### src/rtl/ad7760_pkg.sv
// -----------------------------------------------------------------------------
// ad7760_pkg
// Shared types and defaults for the AD7760 acquisition sequencer.
//   acq_state_t      : sequencer FSM states (IDLE, HDR, CAPTURE, DONE)
//   DATA_W_DEF       : default sample / FIFO word width
//   CNT_W_DEF        : default burst and sample counter width
//   HEADER_WORD_DEF  : frame marker written ahead of samples when the
//                      ACQ_HEADER_EN macro is defined
// -----------------------------------------------------------------------------
package ad7760_pkg;

    localparam int DATA_W_DEF = 16;
    localparam int CNT_W_DEF  = 16;
    localparam logic [15:0] HEADER_WORD_DEF = 16'hA5A5;

    typedef enum logic [1:0] {
        IDLE    = 2'd0,
        HDR     = 2'd1,
        CAPTURE = 2'd2,
        DONE    = 2'd3
    } acq_state_t;

endpackage

### src/rtl/ad7760_acq_sequencer_if.sv
// -----------------------------------------------------------------------------
// ad7760_acq_sequencer_if
// Groups the ADC-side bus and the FIFO-side write port of the sequencer.
//   drdy_n, adc_data_in : from the AD7760 (drdy_n is asynchronous to mclk)
//   adc_cs_n, adc_rd_n  : to the AD7760, low while capturing
//   fifo_full           : from the downstream FIFO
//   fifo_wrreq, fifo_data : to the downstream FIFO; fifo_data is valid in
//                         every cycle fifo_wrreq is high. There is no ready
//                         back-pressure on the write itself: the sequencer
//                         only raises fifo_wrreq when fifo_full was low in
//                         the cycle it decided to write.
// Modports: master = sequencer side, slave = ADC/FIFO side.
// -----------------------------------------------------------------------------
interface ad7760_acq_sequencer_if #(
    parameter int DATA_W = ad7760_pkg::DATA_W_DEF
) ();
    logic              drdy_n;
    logic [DATA_W-1:0] adc_data_in;
    logic              adc_cs_n;
    logic              adc_rd_n;
    logic              fifo_full;
    logic              fifo_wrreq;
    logic [DATA_W-1:0] fifo_data;

    modport master (
        input  drdy_n, adc_data_in, fifo_full,
        output adc_cs_n, adc_rd_n, fifo_wrreq, fifo_data
    );

    modport slave (
        output drdy_n, adc_data_in, fifo_full,
        input  adc_cs_n, adc_rd_n, fifo_wrreq, fifo_data
    );
endinterface

### src/rtl/ad7760_drdy_sync.sv
// -----------------------------------------------------------------------------
// ad7760_drdy_sync
// Brings the asynchronous AD7760 DRDY into the mclk domain and detects its
// rising edge.
//   mclk        : clock
//   i_rest_n    : synchronous active-low reset
//   i_drdy_n    : raw DRDY from the ADC
//   o_drdy_rise : 1-cycle pulse, high from edge k+1 to k+2 when i_drdy_n is
//                 first sampled high at edge k
// -----------------------------------------------------------------------------
module ad7760_drdy_sync (
    input  logic mclk,
    input  logic i_rest_n,
    input  logic i_drdy_n,
    output logic o_drdy_rise
);
    logic r_s0;
    logic r_s1;
    logic r_d;

    // Flops reset to 1 (DRDY idle level) so no false edge appears after reset.
    always_ff @(posedge mclk) begin
        if (!i_rest_n) begin
            r_s0 <= 1'b1;
            r_s1 <= 1'b1;
            r_d  <= 1'b1;
        end else begin
            r_s0 <= i_drdy_n;
            r_s1 <= r_s0;
            r_d  <= r_s1;
        end
    end

    assign o_drdy_rise = r_s1 & ~r_d;
endmodule

### src/rtl/ad7760_acq_sequencer.sv
// -----------------------------------------------------------------------------
// ad7760_acq_sequencer
// Runs AD7760 sample bursts once register configuration is complete: on an
// accepted start it drives CS/RD low, captures one word per synchronised DRDY
// rising edge and writes it to the downstream FIFO until burst_len samples
// are written (burst_len = 0 means run until stop).
// Optional feature macro: ACQ_HEADER_EN -- when defined every burst begins
// with one HEADER_WORD write (HDR state); otherwise IDLE goes to CAPTURE.
// Ports:
//   mclk, i_rest_n      : clock, synchronous active-low reset
//   cfg_done            : start is ignored while low
//   start / stop        : 1-cycle pulses; stop wins when both are high
//   burst_len           : latched on accepted start
//   bus (master)        : ADC bus and FIFO write port
//   busy, done          : burst in progress / 1-cycle end-of-burst pulse
//   overflow            : sticky dropped-sample flag, cleared on next start
//   sample_cnt          : samples written in current burst
//   o_dbg_state         : current FSM state
// -----------------------------------------------------------------------------
module ad7760_acq_sequencer
    import ad7760_pkg::*;
#(
    parameter int              DATA_W      = DATA_W_DEF,
    parameter int              CNT_W       = CNT_W_DEF,
    parameter logic [DATA_W-1:0] HEADER_WORD = DATA_W'(HEADER_WORD_DEF)
) (
    input  logic                   mclk,
    input  logic                   i_rest_n,
    input  logic                   cfg_done,
    input  logic                   start,
    input  logic                   stop,
    input  logic [CNT_W-1:0]       burst_len,
    ad7760_acq_sequencer_if.master bus,
    output logic                   busy,
    output logic                   done,
    output logic                   overflow,
    output logic [CNT_W-1:0]       sample_cnt,
    output acq_state_t             o_dbg_state
);
    acq_state_t        r_state;
    logic [CNT_W-1:0]  r_burst_len;
    logic [CNT_W-1:0]  r_sample_cnt;
    logic              r_overflow;
    logic              r_fifo_wrreq;
    logic [DATA_W-1:0] r_fifo_data;

    acq_state_t        w_state_nxt;
    logic [CNT_W-1:0]  w_burst_len_nxt;
    logic [CNT_W-1:0]  w_sample_cnt_nxt;
    logic              w_overflow_nxt;
    logic              w_fifo_wrreq_nxt;
    logic [DATA_W-1:0] w_fifo_data_nxt;
    logic              w_drdy_rise;
    logic              w_burst_end;

    ad7760_drdy_sync u_drdy_sync (
        .mclk        (mclk),
        .i_rest_n    (i_rest_n),
        .i_drdy_n    (bus.drdy_n),
        .o_drdy_rise (w_drdy_rise)
    );

    // Burst is complete once the counter has caught up with a non-zero length;
    // checked one cycle after the last write so DONE follows it.
    assign w_burst_end = (r_burst_len != '0) && (r_sample_cnt == r_burst_len);

    always_ff @(posedge mclk) begin
        if (!i_rest_n) begin
            r_state      <= IDLE;
            r_burst_len  <= '0;
            r_sample_cnt <= '0;
            r_overflow   <= 1'b0;
            r_fifo_wrreq <= 1'b0;
            r_fifo_data  <= '0;
        end else begin
            r_state      <= w_state_nxt;
            r_burst_len  <= w_burst_len_nxt;
            r_sample_cnt <= w_sample_cnt_nxt;
            r_overflow   <= w_overflow_nxt;
            r_fifo_wrreq <= w_fifo_wrreq_nxt;
            r_fifo_data  <= w_fifo_data_nxt;
        end
    end

    always_comb begin
        w_state_nxt      = r_state;
        w_burst_len_nxt  = r_burst_len;
        w_sample_cnt_nxt = r_sample_cnt;
        w_overflow_nxt   = r_overflow;
        w_fifo_wrreq_nxt = 1'b0;
        w_fifo_data_nxt  = r_fifo_data;

        case (r_state)
            IDLE: begin
                if (start && cfg_done && !stop) begin
                    w_burst_len_nxt  = burst_len;
                    w_sample_cnt_nxt = '0;
                    w_overflow_nxt   = 1'b0;
`ifdef ACQ_HEADER_EN
                    w_state_nxt      = HDR;
`else
                    w_state_nxt      = CAPTURE;
`endif
                end
            end
            // Unreachable unless ACQ_HEADER_EN routes IDLE here.
            HDR: begin
                if (stop) begin
                    w_state_nxt = IDLE;
                end else if (!bus.fifo_full) begin
                    w_fifo_wrreq_nxt = 1'b1;
                    w_fifo_data_nxt  = HEADER_WORD;
                    w_state_nxt      = CAPTURE;
                end
            end
            CAPTURE: begin
                if (stop) begin
                    w_state_nxt = IDLE;
                end else if (w_burst_end) begin
                    w_state_nxt = DONE;
                end else if (w_drdy_rise) begin
                    if (!bus.fifo_full) begin
                        w_fifo_wrreq_nxt = 1'b1;
                        w_fifo_data_nxt  = bus.adc_data_in;
                        // Wraps naturally in continuous mode.
                        w_sample_cnt_nxt = r_sample_cnt + CNT_W'(1);
                    end else begin
                        w_overflow_nxt = 1'b1;
                    end
                end
            end
            DONE: begin
                w_state_nxt = IDLE;
            end
            default: begin
                w_state_nxt = IDLE;
            end
        endcase
    end

    assign bus.adc_cs_n   = (r_state != CAPTURE);
    assign bus.adc_rd_n   = (r_state != CAPTURE);
    assign bus.fifo_wrreq = r_fifo_wrreq;
    assign bus.fifo_data  = r_fifo_data;
    assign busy           = (r_state != IDLE);
    assign done           = (r_state == DONE);
    assign overflow       = r_overflow;
    assign sample_cnt     = r_sample_cnt;
    assign o_dbg_state    = r_state;
endmodule

### src/flat_wrapper.sv
// flat-port wrapper written by rule: the top's interface ports become plain ports
module ad7760_acq_sequencer_flat import ad7760_pkg::*;
#(
    parameter int              DATA_W      = DATA_W_DEF,
    parameter int              CNT_W       = CNT_W_DEF,
    parameter logic [DATA_W-1:0] HEADER_WORD = DATA_W'(HEADER_WORD_DEF)
)
  (mclk, i_rest_n, cfg_done, start, stop, burst_len, busy, done, overflow, sample_cnt, o_dbg_state, bus_drdy_n, bus_adc_data_in, bus_fifo_full, bus_adc_cs_n, bus_adc_rd_n, bus_fifo_wrreq, bus_fifo_data);
  ad7760_acq_sequencer_if #(.DATA_W(DATA_W)) bus_i ();
  input  logic mclk;
  input  logic i_rest_n;
  input  logic cfg_done;
  input  logic start;
  input  logic stop;
  input  logic [CNT_W-1:0] burst_len;
  output logic busy;
  output logic done;
  output logic overflow;
  output logic [CNT_W-1:0] sample_cnt;
  output acq_state_t o_dbg_state;
  input wire logic [$bits(bus_i.drdy_n)-1:0] bus_drdy_n;
  input wire logic [$bits(bus_i.adc_data_in)-1:0] bus_adc_data_in;
  input wire logic [$bits(bus_i.fifo_full)-1:0] bus_fifo_full;
  output wire logic [$bits(bus_i.adc_cs_n)-1:0] bus_adc_cs_n;
  output wire logic [$bits(bus_i.adc_rd_n)-1:0] bus_adc_rd_n;
  output wire logic [$bits(bus_i.fifo_wrreq)-1:0] bus_fifo_wrreq;
  output wire logic [$bits(bus_i.fifo_data)-1:0] bus_fifo_data;
  assign bus_i.drdy_n = bus_drdy_n;
  assign bus_i.adc_data_in = bus_adc_data_in;
  assign bus_i.fifo_full = bus_fifo_full;
  assign bus_adc_cs_n = bus_i.adc_cs_n;
  assign bus_adc_rd_n = bus_i.adc_rd_n;
  assign bus_fifo_wrreq = bus_i.fifo_wrreq;
  assign bus_fifo_data = bus_i.fifo_data;
  ad7760_acq_sequencer #(.DATA_W(DATA_W), .CNT_W(CNT_W), .HEADER_WORD(HEADER_WORD)) u_core (.mclk(mclk), .i_rest_n(i_rest_n), .cfg_done(cfg_done), .start(start), .stop(stop), .burst_len(burst_len), .bus(bus_i), .busy(busy), .done(done), .overflow(overflow), .sample_cnt(sample_cnt), .o_dbg_state(o_dbg_state));
endmodule
### config.mk
export PLATFORM = sky130hd
export DESIGN_NAME = ad7760_acq_sequencer_flat
export DESIGN_NICKNAME = d
export VERILOG_FILES = /design/src/rtl/ad7760_pkg.sv /design/src/rtl/ad7760_acq_sequencer_if.sv /design/src/rtl/ad7760_drdy_sync.sv /design/src/rtl/ad7760_acq_sequencer.sv /design/src/flat_wrapper.sv
export SDC_FILE = /design/constraint.sdc
export NUM_CORES = 1
export LEC_CHECK = 0
export ABC_CLOCK_PERIOD_IN_PS = 3000
export BUFFER_PORTS_ARGS = -buffer_cell sky130_fd_sc_hd__buf_2
export CORE_MARGIN = 2
export CORE_UTILIZATION = 35
export DETAILED_ROUTE_END_ITERATION = 6
export PLACE_DENSITY = 0.66
export REMOVE_ABC_BUFFERS = 1
export SLEW_MARGIN = 30
export SYNTH_ARGS = -nofsm -noshare
export SYNTH_HDL_FRONTEND = slang
export SYNTH_HIERARCHICAL = 1
export SYNTH_SLANG_ARGS = --single-unit
### constraint.sdc
create_clock -name mclk -period 3 [get_ports mclk]
set_clock_uncertainty 0.1 [all_clocks]
set_input_delay 0.6 -clock mclk [delete_from_list [all_inputs] [get_ports mclk]]
set_output_delay 0.6 -clock mclk [all_outputs]
set_load 0.05 [all_outputs]
; Word level (Yosys, flattened, before mapping)
; Index checks and enable logic that the tools add are counted.
[word_totals]
out_inout_bits = 40
n_memories = 0
latch_bits = 0
elab_cells = 72
rom_bits = 0
ramBits = 0
ff_bits = 55
in_bits = 39
[classes]
addsub = 1
magnitude_cmp = 0
n_reduce_logical = 14
mux = 31
multipliers = 0
bitwise_logic = 2
n_eq_ne = 15
shift = 0
div_mod_pow = 0
[ops]
columns = op, n
row1 = two-way mux 16 bit, 11
row2 = one-hot mux 16 bit (2 select lines), 2
row3 = "adder 16 x 1 -> 16 bit, second input constant", 1
row4 = == test 16 bit, 1
row5 = "!= test 2 bit, second input constant", 8
row6 = nonzero test 16 bit, 1
row7 = AND reduction 6 bit, 2
row8 = two-way mux 1 bit, 10
row9 = two-way mux 2 bit, 5
row10 = one-hot mux 2 bit (4 select lines), 1
row11 = AND reduction 7 bit, 1
row12 = nonzero test 2 bit, 3
row13 = "== test 2 bit, second input constant", 2
row14 = one-hot mux 1 bit (2 select lines), 2
row15 = logical AND 1 bit, 3
row16 = "!= test 3 x 2 -> 1 bit, second input constant", 1
row17 = "!= test 3 bit, second input constant", 1
row18 = AND reduction 3 bit, 1
row19 = "== test 2 x 1 -> 1 bit, second input constant", 1
row20 = logical NOT 2 bit, 1
row21 = "!= test 2 x 1 -> 1 bit, second input constant", 1
row22 = AND reduction 2 bit, 1
row23 = bitwise AND 1 bit, 1
row24 = logical NOT 1 bit, 1
row25 = NOT 1 bit, 1

; Depth between registers and ports, before layout
; Gate-level depths: netlist of the first run.
[logic_depth]
word_depth = 6
ltp_mapped = 10
depth_no_buf = 8

; Cells and area by module
; Netlist of the first run, hierarchy kept.
[by_module_without_submodules]
columns = mod, cells_each, area_per_inst_um2, seq_area_each_um2, instances
row1 = ad7760_acq_sequencer, 311, 2612.5, 1041.0, 1
row2 = ad7760_drdy_sync, 7, 92.6, 60.1, 1

; Worst setup path before layout of the first run
; OpenSTA, ideal clock, no wires.
[synth_path]
path_type = register to output
startpoint = register u_core.r_state[0], in the netlist u_core/o_dbg_state[0]
endpoint = output bus_adc_rd_n
slack_ns = 0.140
stages_incl_launch_ff = 6
path_buffers = 2
arrival_ns = 2.160
required_time_ns = 2.300
path_cell_list = dfxtp_1 > inv_1 > ha_1 > clkinv_1 > clkbuf_1 > buf_4
[synth_via]
elab_chain_cells = 1
[synth_rtl]
columns = item, line_no
row1 = start: declaration, ad7760_acq_sequencer.sv:40  ; acq_state_t r_state;
row2 = start signal: assignment, ad7760_acq_sequencer.sv:76  ; r_state <= w_state_nxt;
row3 = != test 2 bit, n/a
row4 = end: declaration, flat_wrapper.sv:25  ; output wire logic [$bits(bus_i.adc_rd_n)-1:0] bus_adc_rd_n;
; Every way passes these cells.

; Final worst setup path of the first run
[layout_path]
startpoint = register u_core.r_sample_cnt[7], in the netlist u_core/sample_cnt[7]
endpoint = register u_core.r_fifo_data[7], in the netlist u_core/bus.fifo_data[7]
[layout_via]
elab_chain_cells = 4
[layout_rtl]
columns = item, line_no
row1 = start: declaration, ad7760_acq_sequencer.sv:42  ; logic [CNT_W-1:0] r_sample_cnt;
row2 = start signal: assignment, ad7760_acq_sequencer.sv:78  ; r_sample_cnt <= w_sample_cnt_nxt;
row3 = == test 16 bit, ad7760_acq_sequencer.sv:65  ; assign w_burst_end = (r_burst_len != '0) && (r_sample_cnt == r_burst_len);
row4 = logical AND 1 bit, ad7760_acq_sequencer.sv:65
row5 = != test 2 bit (no line), n/a
row6 = AND reduction 7 bit (no line), n/a
row7 = end signal: assignment, ad7760_acq_sequencer.sv:81  ; r_fifo_data <= w_fifo_data_nxt;
row8 = end: declaration, ad7760_acq_sequencer.sv:45  ; logic [DATA_W-1:0] r_fifo_data;
; Every way passes these cells.
; A chain may end at the register's enable or synchronous reset.

==> run metrics, run 1 <==
status finished, final reports clean; Slew Viols, Final 0; Fin. Hold Viols 0; worst slack, placed around 0.27 ns; PwrDens 544 nW/µm²; syn avg cell area 8.51 µm²; RSZ-0062 raised after global routing false; IO Port Bufs just under 80; Gate power share 0.338; Max Fclk roughly 360 MHz; WP data arrival about 2.8 ns; Leakage ~1.4 nW; Starting Density 0.356; clk buf depth 2; fill count 818; switching power 0.696 mW; commonest cells after routing, fill and taps aside 78 x buf_2, 55 x dfxtp_1, 51 x nand2_1, 24 x a21oi_1, 17 x buf_4; post-CTS setup buffers 0; Synthesis Warnings 6; Worst-path clk slew 0.10 ns; cells after synthesis 318; final core utilization 0.436; core region area roughly 7600 µm²; DRC viols 0; initial antenna violation count 0; CTS buffer count 5; worst skew pair latency 0.31 ns; Die ar. 8450 µm²; post-DP HPWL 5240 µm; via count 2614; CTS Hold Buffers Added 0; layout net count ~440; crit path launch type flop; Post-synth ARST share 0; Clk pwr share 0.226; Int Power 1.11 mW; Via-to-Cell Ratio 5.23; WL per Instance 14.3 µm; pin count of the biggest net entering global routing 23; Sequential Power Share 0.436; CTS sink count 55; Die Width 91.9 µm; crit share post-route 0.931; DR pass1 iterations 4; Die Y 91.9 µm; Rows 32; Final WS setup 0.206 ns; worst path required time 3.05 ns; area of the multi-input gates 1460 µm²; most common cell after layout, fill and taps aside buf_2; Setup crit end kind flop; RD Place Congestion 0.885; Net Sw Frac 0.386; area grow syn2layout 22.7%; Top FF cell, synth dfxtp_1; share of cells above drive strength 1 0.281; #FFs+latches synth 55; Worst-Margin Slew 0.669 ns; GR Overflow Total 0; Tot GR Track Use 0.168; vias in the first global route about 2.4k; Routed Antenna Nets 0; routed wire length between 7000 and 8000 µm; Gates resized, CTS repair 0; maximum VDD drop 170 µV; Hold WC Path Type flop to flop; Slew HR 0.554; Design Power 1.81 mW; first-pass GRT wire length 11600 µm; Max Cap Viol 0; WS Path Type flop to flop; 1st-iter DRT viols 314; Synth Cell Area 2710 µm²; antenna cell count 0; register area share after synthesis 0.407; Post-synth EDFFs 0; Setup violations, final 0; root buf cell clkbuf_8; min Tclk post-route 2.79 ns; # IOs between 70 and 80; CTS tree yes; worst-path fanout max 15; H-tree level count 2; Netlist cell types 47; Seq. cell area ~1100 µm²
-- registers in the layout, indices dropped and copies added (netlist names) --
| name | flops |
|---|---|
| u_core/u_drdy_sync/r_d | 1 |
| u_core/u_drdy_sync/r_s1 | 1 |
| u_core/bus.fifo_data | 16 |
| u_core/r_burst_len | 16 |
| u_core/o_dbg_state | 2 |
| u_core/bus.fifo_wrreq | 1 |
| u_core/sample_cnt | 16 |
| u_core/overflow | 1 |
| u_core/u_drdy_sync/r_s0 | 1 |
-- worst max-delay path, stage by stage, from the launching register on --
cell and delay, ns:
dfxtp_1 0.46, xnor2_1 0.14, nand4_1 0.12, or4_1 0.54, or4_1 0.83, nor3_1 0.35, a311oi_2 0.09
-- per-stage QoR --
| stage | area [µm²] | instances | setup TNS (ns) | hold WS (ns) |
|---|---|---|---|---|
| CTS | 3320 | 500 | 0 | 0.331 |
| finish | 3320 | 500 | 0 | 0.325 |
| detailed placement | 3230 | 492 | 0 | 0.303 |
| floorplan | 2590 | 295 | -8.71 | 0.286 |
| global route | 3320 | 500 | 0 | 0.364 |
| global placement | 3230 | 492 | 0 | 0.301 |
-- path summary, 6_finish.rpt --
kind	depth (start not counted)	start	slack, ns	end
max	6	u_core/sample_cnt[7]	0.21	u_core/bus.fifo_data[7]
min	1	u_core/u_drdy_sync/r_s0	0.33	u_core/u_drdy_sync/r_s1
max reg2reg	6	u_core/sample_cnt[7]	0.21	u_core/bus.fifo_data[7]
min reg2reg	1	u_core/u_drdy_sync/r_s0	0.33	u_core/u_drdy_sync/r_s1
-- synthesized netlist by cell type (all sizes together), types with 3 or more instances --
master	n	share of area
clkbuf	16	0.022
a22o	8	0.026
nand3	13	0.024
a31oi	3	0.0069
buf	7	0.021
nand4	7	0.016
nor2	11	0.015
nor3	11	0.024
o311ai	3	0.0097
o211ai	8	0.024
o221a	4	0.017
a311oi	4	0.022
o31ai	4	0.011
nor2b	3	0.0097
nand2	51	0.071
nand2b	4	0.0092
dfxtp	55	0.41
nor4	10	0.023
o21ai	15	0.028
a21oi	24	0.044
xnor2	16	0.052
inv	6	0.0083
or4	8	0.022
ha	5	0.023
or2	3	0.0069
-- layout make-up --
type / count / share of cell area
multi-input combinational: 233 / 0.440
clock buffer: 6 / 0.0219
tap: 102 / 0.0384
timing repair buffer: 95 / 0.156
sequential: 55 / 0.332
clock inverter: 2 / 0.00377
inverter: 7 / 0.00792
-- power groups by stage --
stage | combinational, mW | clock (mW) | sequential [mW]
finish | 0.610 | 0.408 | 0.788
global route | 0.661 | 0.450 | 0.793
CTS | 0.605 | 0.421 | 0.788
detailed placement | 0.604 | 0 | 0.805
global placement | 0.597 | 0 | 0.804
floorplan | 0.365 | 0 | 0.850
-- logic make-up (layout without fill, tap and decap cells) --
| kind of cell | after synthesis | count (layout) | share of synthesized area |
|---|---|---|---|
| compound gates | 80 | 80 | 0.212 |
| xor+xnor | 16 | 16 | 0.0518 |
| fa+ha+maj | 5 | 5 | 0.0231 |
| buf+inv | 30 | 110 | 0.0527 |
| flops | 55 | 55 | 0.407 |
| mux | 2 | 2 | 0.00740 |
| simple gates | 130 | 130 | 0.246 |
-- layer usage --
| layer | track usage | up-vias | wire length, µm |
|---|---|---|---|
| li1 | - | 1322 | - |
| met1 | 0.240 | 1196 | 3380 |
| met2 | 0.259 | 86 | 3200 |
| met3 | 0.0271 | 10 | 443 |
| met4 | 0.0572 | 0 | 121 |
| met5 | 0 | - | 0 |
No activity file was read; power rests on OpenSTA's default activity.
==> inputs of run 2 (changes only) <==
--- a/config.mk
+++ b/config.mk
@@ -8,9 +8,9 @@
 export ABC_CLOCK_PERIOD_IN_PS = 3000
 export BUFFER_PORTS_ARGS = -buffer_cell sky130_fd_sc_hd__buf_2
 export CORE_MARGIN = 2
-export CORE_UTILIZATION = 35
+export CORE_UTILIZATION = 49
 export DETAILED_ROUTE_END_ITERATION = 6
-export PLACE_DENSITY = 0.66
+export PLACE_DENSITY = 0.84
 export REMOVE_ABC_BUFFERS = 1
 export SLEW_MARGIN = 30
 export SYNTH_ARGS = -nofsm -noshare
==> run 2 against run 1 <==
  * Critical path depth unchanged
  * Hold slack got worse by 0.0081 ns
  * Global-route usage increased by 5.5 points
  * Largest power group unchanged
  * Highest routed layer unchanged
==> run metrics, run 2 (synthesized netlist as in run 1, its figures left out) <==
crit path launch type flop; Gate power share 0.329; RSZ-0062 raised after global routing false; switching power 0.679 mW; crit share post-route 0.927; Worst-Margin Slew 0.664 ns; Setup violations, final 0; Sequential Power Share 0.430; area grow syn2layout 20.8%; WP data arrival 2.83 ns; RD Place Congestion approximately 0.9; first-pass GRT wire length 11100 µm; Net Sw Frac 0.371; worst skew pair latency 0.30 ns; routed wire length 6820 µm; Int Power ~1.2 mW; H-tree level count 2; CTS tree yes; most common cell after layout, fill and taps aside buf_2; core region area 5410 µm²; post-DP HPWL between 4000 and 5000 µm; DRC viols 0; Gates resized, CTS repair 0; PwrDens approximately 560 nW/µm²; post-CTS setup buffers 0; Clk pwr share 0.241; DR pass1 iterations 4; IO Port Bufs between 70 and 80; initial antenna violation count 0; Fin Setup TNS 0 ns; vias in the first global route 2408; status finished, final reports clean; Starting Density 0.500; Die Y approximately 80 µm; Fin. Hold Viols 0; Rows 27; Die Width 78.3 µm; # IOs 79; 1st-iter DRT viols just over 300; worst-path fanout max 15; antenna cell count 0; Die ar. 6130 µm²; fill count 511; pin count of the biggest net entering global routing 22; Slew Viols, Final 0; share of cells above drive strength 1 0.274; WS Path Type flop to flop; CTS buffer count 5; CTS Hold Buffers Added 0; layout net count 437; Max Cap Viol 0; Tot GR Track Use 0.223; min Tclk post-route 2.78 ns; Max Fclk 360 MHz; WL per Instance 14.6 µm; Final WS setup around 0.22 ns; maximum VDD drop 278 µV; Hold WC Path Type flop to flop; root buf cell clkbuf_8; Setup crit end kind flop; Reg2Reg Setup Slack 0.22 ns; GR Overflow Total 0; Routed Antenna Nets 0; via count 2669; Slew HR 0.556; worst path required time around 3.1 ns; clk buf depth 2; Leakage 1.34 nW; CTS sink count between 50 and 60; Worst-path clk slew 0.09 ns; Via-to-Cell Ratio roughly 5.7; commonest cells after routing, fill and taps aside 78 x buf_2, 55 x dfxtp_1, 51 x nand2_1, 24 x a21oi_1, 16 x xnor2_1; worst slack, placed 0.277 ns
-- run 2: cell types whose count changed in the layout (fill, tap and decap cells not counted), sizes merged --
cell and change:
clkbuf +2, buf -4, clkinvlp -1, clkinv -1
-- run 2: area by class of cell --
class	count	area [µm²]	share of cell area
clock buffers	8	100	0.0306
inverters	7	26.3	0.00804
multi-input cells	233	1460	0.447
flip-flops and latches	55	1100	0.337
well taps	72	90.1	0.0276
repair buffers	91	488	0.149
-- run 2: critical path, stage by stage (launching register included) --
cell and delay [ns]:
dfxtp_1 0.47, xnor2_1 0.15, nand4_1 0.13, or4_1 0.57, or4_1 0.82, nor3_1 0.30, a311oi_2 0.08
-- run 2: per-stage QoR --
step / hold WS, ns / cell area [µm²] / instances / total power [mW] / util
2_1_floorplan: 0.286 / 2590 / 295 / 1.22 / -
3_3_place_gp: 0.295 / 3170 / 458 / 1.39 / 0.586
3_5_place_dp: 0.297 / 3170 / 458 / 1.40 / 0.586
4_1_cts: 0.319 / 3270 / 466 / 1.83 / 0.604
5_1_grt: 0.330 / 3270 / 466 / 1.92 / 0.604
6_report: 0.317 / 3270 / 466 / 1.83 / 0.604
-- run 2: final timing paths --
check,start,endpoint,cells past startpoint
setup / recovery,u_core/sample_cnt[7],u_core/bus.fifo_data[8],6
hold reg to reg,u_core/u_drdy_sync/r_s0,u_core/u_drdy_sync/r_s1,1
setup reg to reg,u_core/sample_cnt[7],u_core/bus.fifo_data[8],6
hold / removal,u_core/u_drdy_sync/r_s0,u_core/u_drdy_sync/r_s1,1
-- run 2: per-layer routing --
metal / routed length (µm) / up-vias / GRT usage
met5: 0 / - / 0
met4: 127 / 0 / 0.0842
met3: 426 / 13 / 0.0345
met2: 3280 / 109 / 0.360
met1: 2980 / 1234 / 0.303
li1: - / 1313 / -
-- run 2: power by group through the flow --
stage / Clock, mW / Combinational (mW) / Sequential, mW
finish: 0.441 / 0.603 / 0.788
global route: 0.482 / 0.648 / 0.793
CTS: 0.451 / 0.595 / 0.787
detailed placement: 0 / 0.594 / 0.804
global placement: 0 / 0.585 / 0.802
floorplan: 0 / 0.365 / 0.850
==> inputs of run 3 (changes only) <==
--- a/config.mk
+++ b/config.mk
@@ -8,9 +8,9 @@
 export ABC_CLOCK_PERIOD_IN_PS = 3000
 export BUFFER_PORTS_ARGS = -buffer_cell sky130_fd_sc_hd__buf_2
 export CORE_MARGIN = 2
-export CORE_UTILIZATION = 49
+export CORE_UTILIZATION = 45
 export DETAILED_ROUTE_END_ITERATION = 6
-export PLACE_DENSITY = 0.84
+export PLACE_DENSITY = 0.79
 export REMOVE_ABC_BUFFERS = 1
 export SLEW_MARGIN = 30
 export SYNTH_ARGS = -nofsm -noshare
==> run 3 against run 2 <==
  * Via count shrank 0.67%
  * Global-route usage shrank 0.75 points
  * Clock power is essentially flat
  * Combinational power is essentially flat
  * Largest cell class unchanged
==> run metrics, run 3 (synthesized netlist as in run 1, its figures left out) <==
worst path required time 3.06 ns; Max Fclk 366 MHz; root buf cell clkbuf_8; fill count 534; switching power 0.681 mW; most common cell after layout, fill and taps aside buf_2; pin count of the biggest net entering global routing 23; Max Cap Viol 0; maximum VDD drop ~240 µV; post-DP HPWL 5050 µm; Via-to-Cell Ratio roughly 5.7; Fin Setup TNS 0 ns; WL per Instance 14.8 µm; status finished, final reports clean; vias in the first global route 2323; GR Overflow Total 0; # IOs between 70 and 80; routed wire length ~7000 µm; launch point of the worst path u_core/sample_cnt[2]; Setup violations, final 0; Rows 28; crit share post-route 0.910; final core utilization 0.559; Int Power roughly 1.2 mW; Starting Density 0.462; Cell Count, Final, Fillers Out 469; CTS Hold Buffers Added 0; Gate power share 0.328; Clk pwr share 0.242; CTS sink count 55; clk buf depth 2; core region area 5850 µm²; worst skew pair latency 0.30 ns; Design Power between 1.5 and 2 mW; Setup crit end kind flop; post-CTS setup buffers 0; Sequential Power Share 0.430; DR pass1 iterations 5; area grow syn2layout 20.9%; worst-path fanout max 15; RD Place Congestion 0.914; initial antenna violation count 0; commonest cells after routing, fill and taps aside 78 x buf_2, 55 x dfxtp_1, 51 x nand2_1, 24 x a21oi_1, 16 x xnor2_1; CTS tree yes; RSZ-0062 raised after global routing false; Worst-path clk slew 0.09 ns; first-pass GRT wire length approximately 11000 µm; WS Path Type flop to flop; HP Start u_core/u_drdy_sync/r_s0; Net Sw Frac 0.372; Hold WC Path Type flop to flop; Worst-Margin Slew slightly above 0.6 ns; via count 2651; Tot GR Track Use 0.216; Slew Viols, Final 0; H-tree level count 2; WP data arrival 2.79 ns; Slew HR 0.590; layout net count between 400 and 500; Leakage 1.34 nW; Worst R2R Start u_core/sample_cnt[2]; share of cells above drive strength 1 0.274; Gates resized, CTS repair 0; min Tclk post-route approximately 2.7 ns; Die ar. 6650 µm²; antenna cell count 0; IO Port Bufs between 70 and 80; DRC viols 0; Routed Antenna Nets 0; worst hold slack 0.321 ns; Die Width slightly above 80 µm; crit path launch type flop; Fin. Hold Viols 0; CTS buffer count 5; Die Y 81.5 µm; PwrDens between 500 and 600 nW/µm²; 1st-iter DRT viols 248; # placed instances 461
-- run 3: per-layer routing --
| metal | global-route usage | up-vias | part of all wire |
|---|---|---|---|
| li1 | - | 1304 | - |
| met1 | 0.308 | 1225 | 0.45 |
| met2 | 0.320 | 115 | 0.47 |
| met3 | 0.0440 | 7 | 0.065 |
| met4 | 0.0797 | 0 | 0.014 |
| met5 | 0 | - | 0 |
-- run 3: power by group through the flow --
stage	logic (mW)	registers [mW]	clock network, mW
5_1_grt	0.656	0.793	0.490
3_3_place_gp	0.582	0.804	0
3_5_place_dp	0.592	0.806	0
4_1_cts	0.594	0.788	0.450
6_report	0.601	0.788	0.444
2_1_floorplan	0.365	0.850	0
-- run 3: through the flow --
stage	cell area, µm²	setup WS [ns]
after global placement	3170	0.372
after global routing	3270	0.103
final	3270	0.269
after CTS	3270	0.288
after floorplan	2590	-0.794
after detailed placement	3170	0.311
-- run 3: worst max-delay path, stage by stage (launching register included) --
cell and delay (ns):
dfxtp_1 0.48, xnor2_1 0.15, nand4_1 0.12, or4_1 0.55, or4_1 0.80, nor3_1 0.30
a311oi_2 0.07
-- run 3: path summary, 6_finish.rpt --
path / end / slack [ns] / cells after the start
max: u_core/bus.fifo_data[8] / 0.27 / 6
min: u_core/u_drdy_sync/r_s1 / 0.32 / 1
max reg2reg: u_core/bus.fifo_data[8] / 0.27 / 6
min reg2reg: u_core/u_drdy_sync/r_s1 / 0.32 / 1
-- run 3: area by class of cell --
cell class                      instances  area, µm²  area share
Multi-Input combinational cell        233       1460       0.447
Clock buffer                            8        100      0.0306
Timing Repair Buffer                   91        488       0.149
Tap cell                               75       93.8      0.0287
Sequential cell                        55       1100       0.337
Inverter                                7       26.3     0.00803
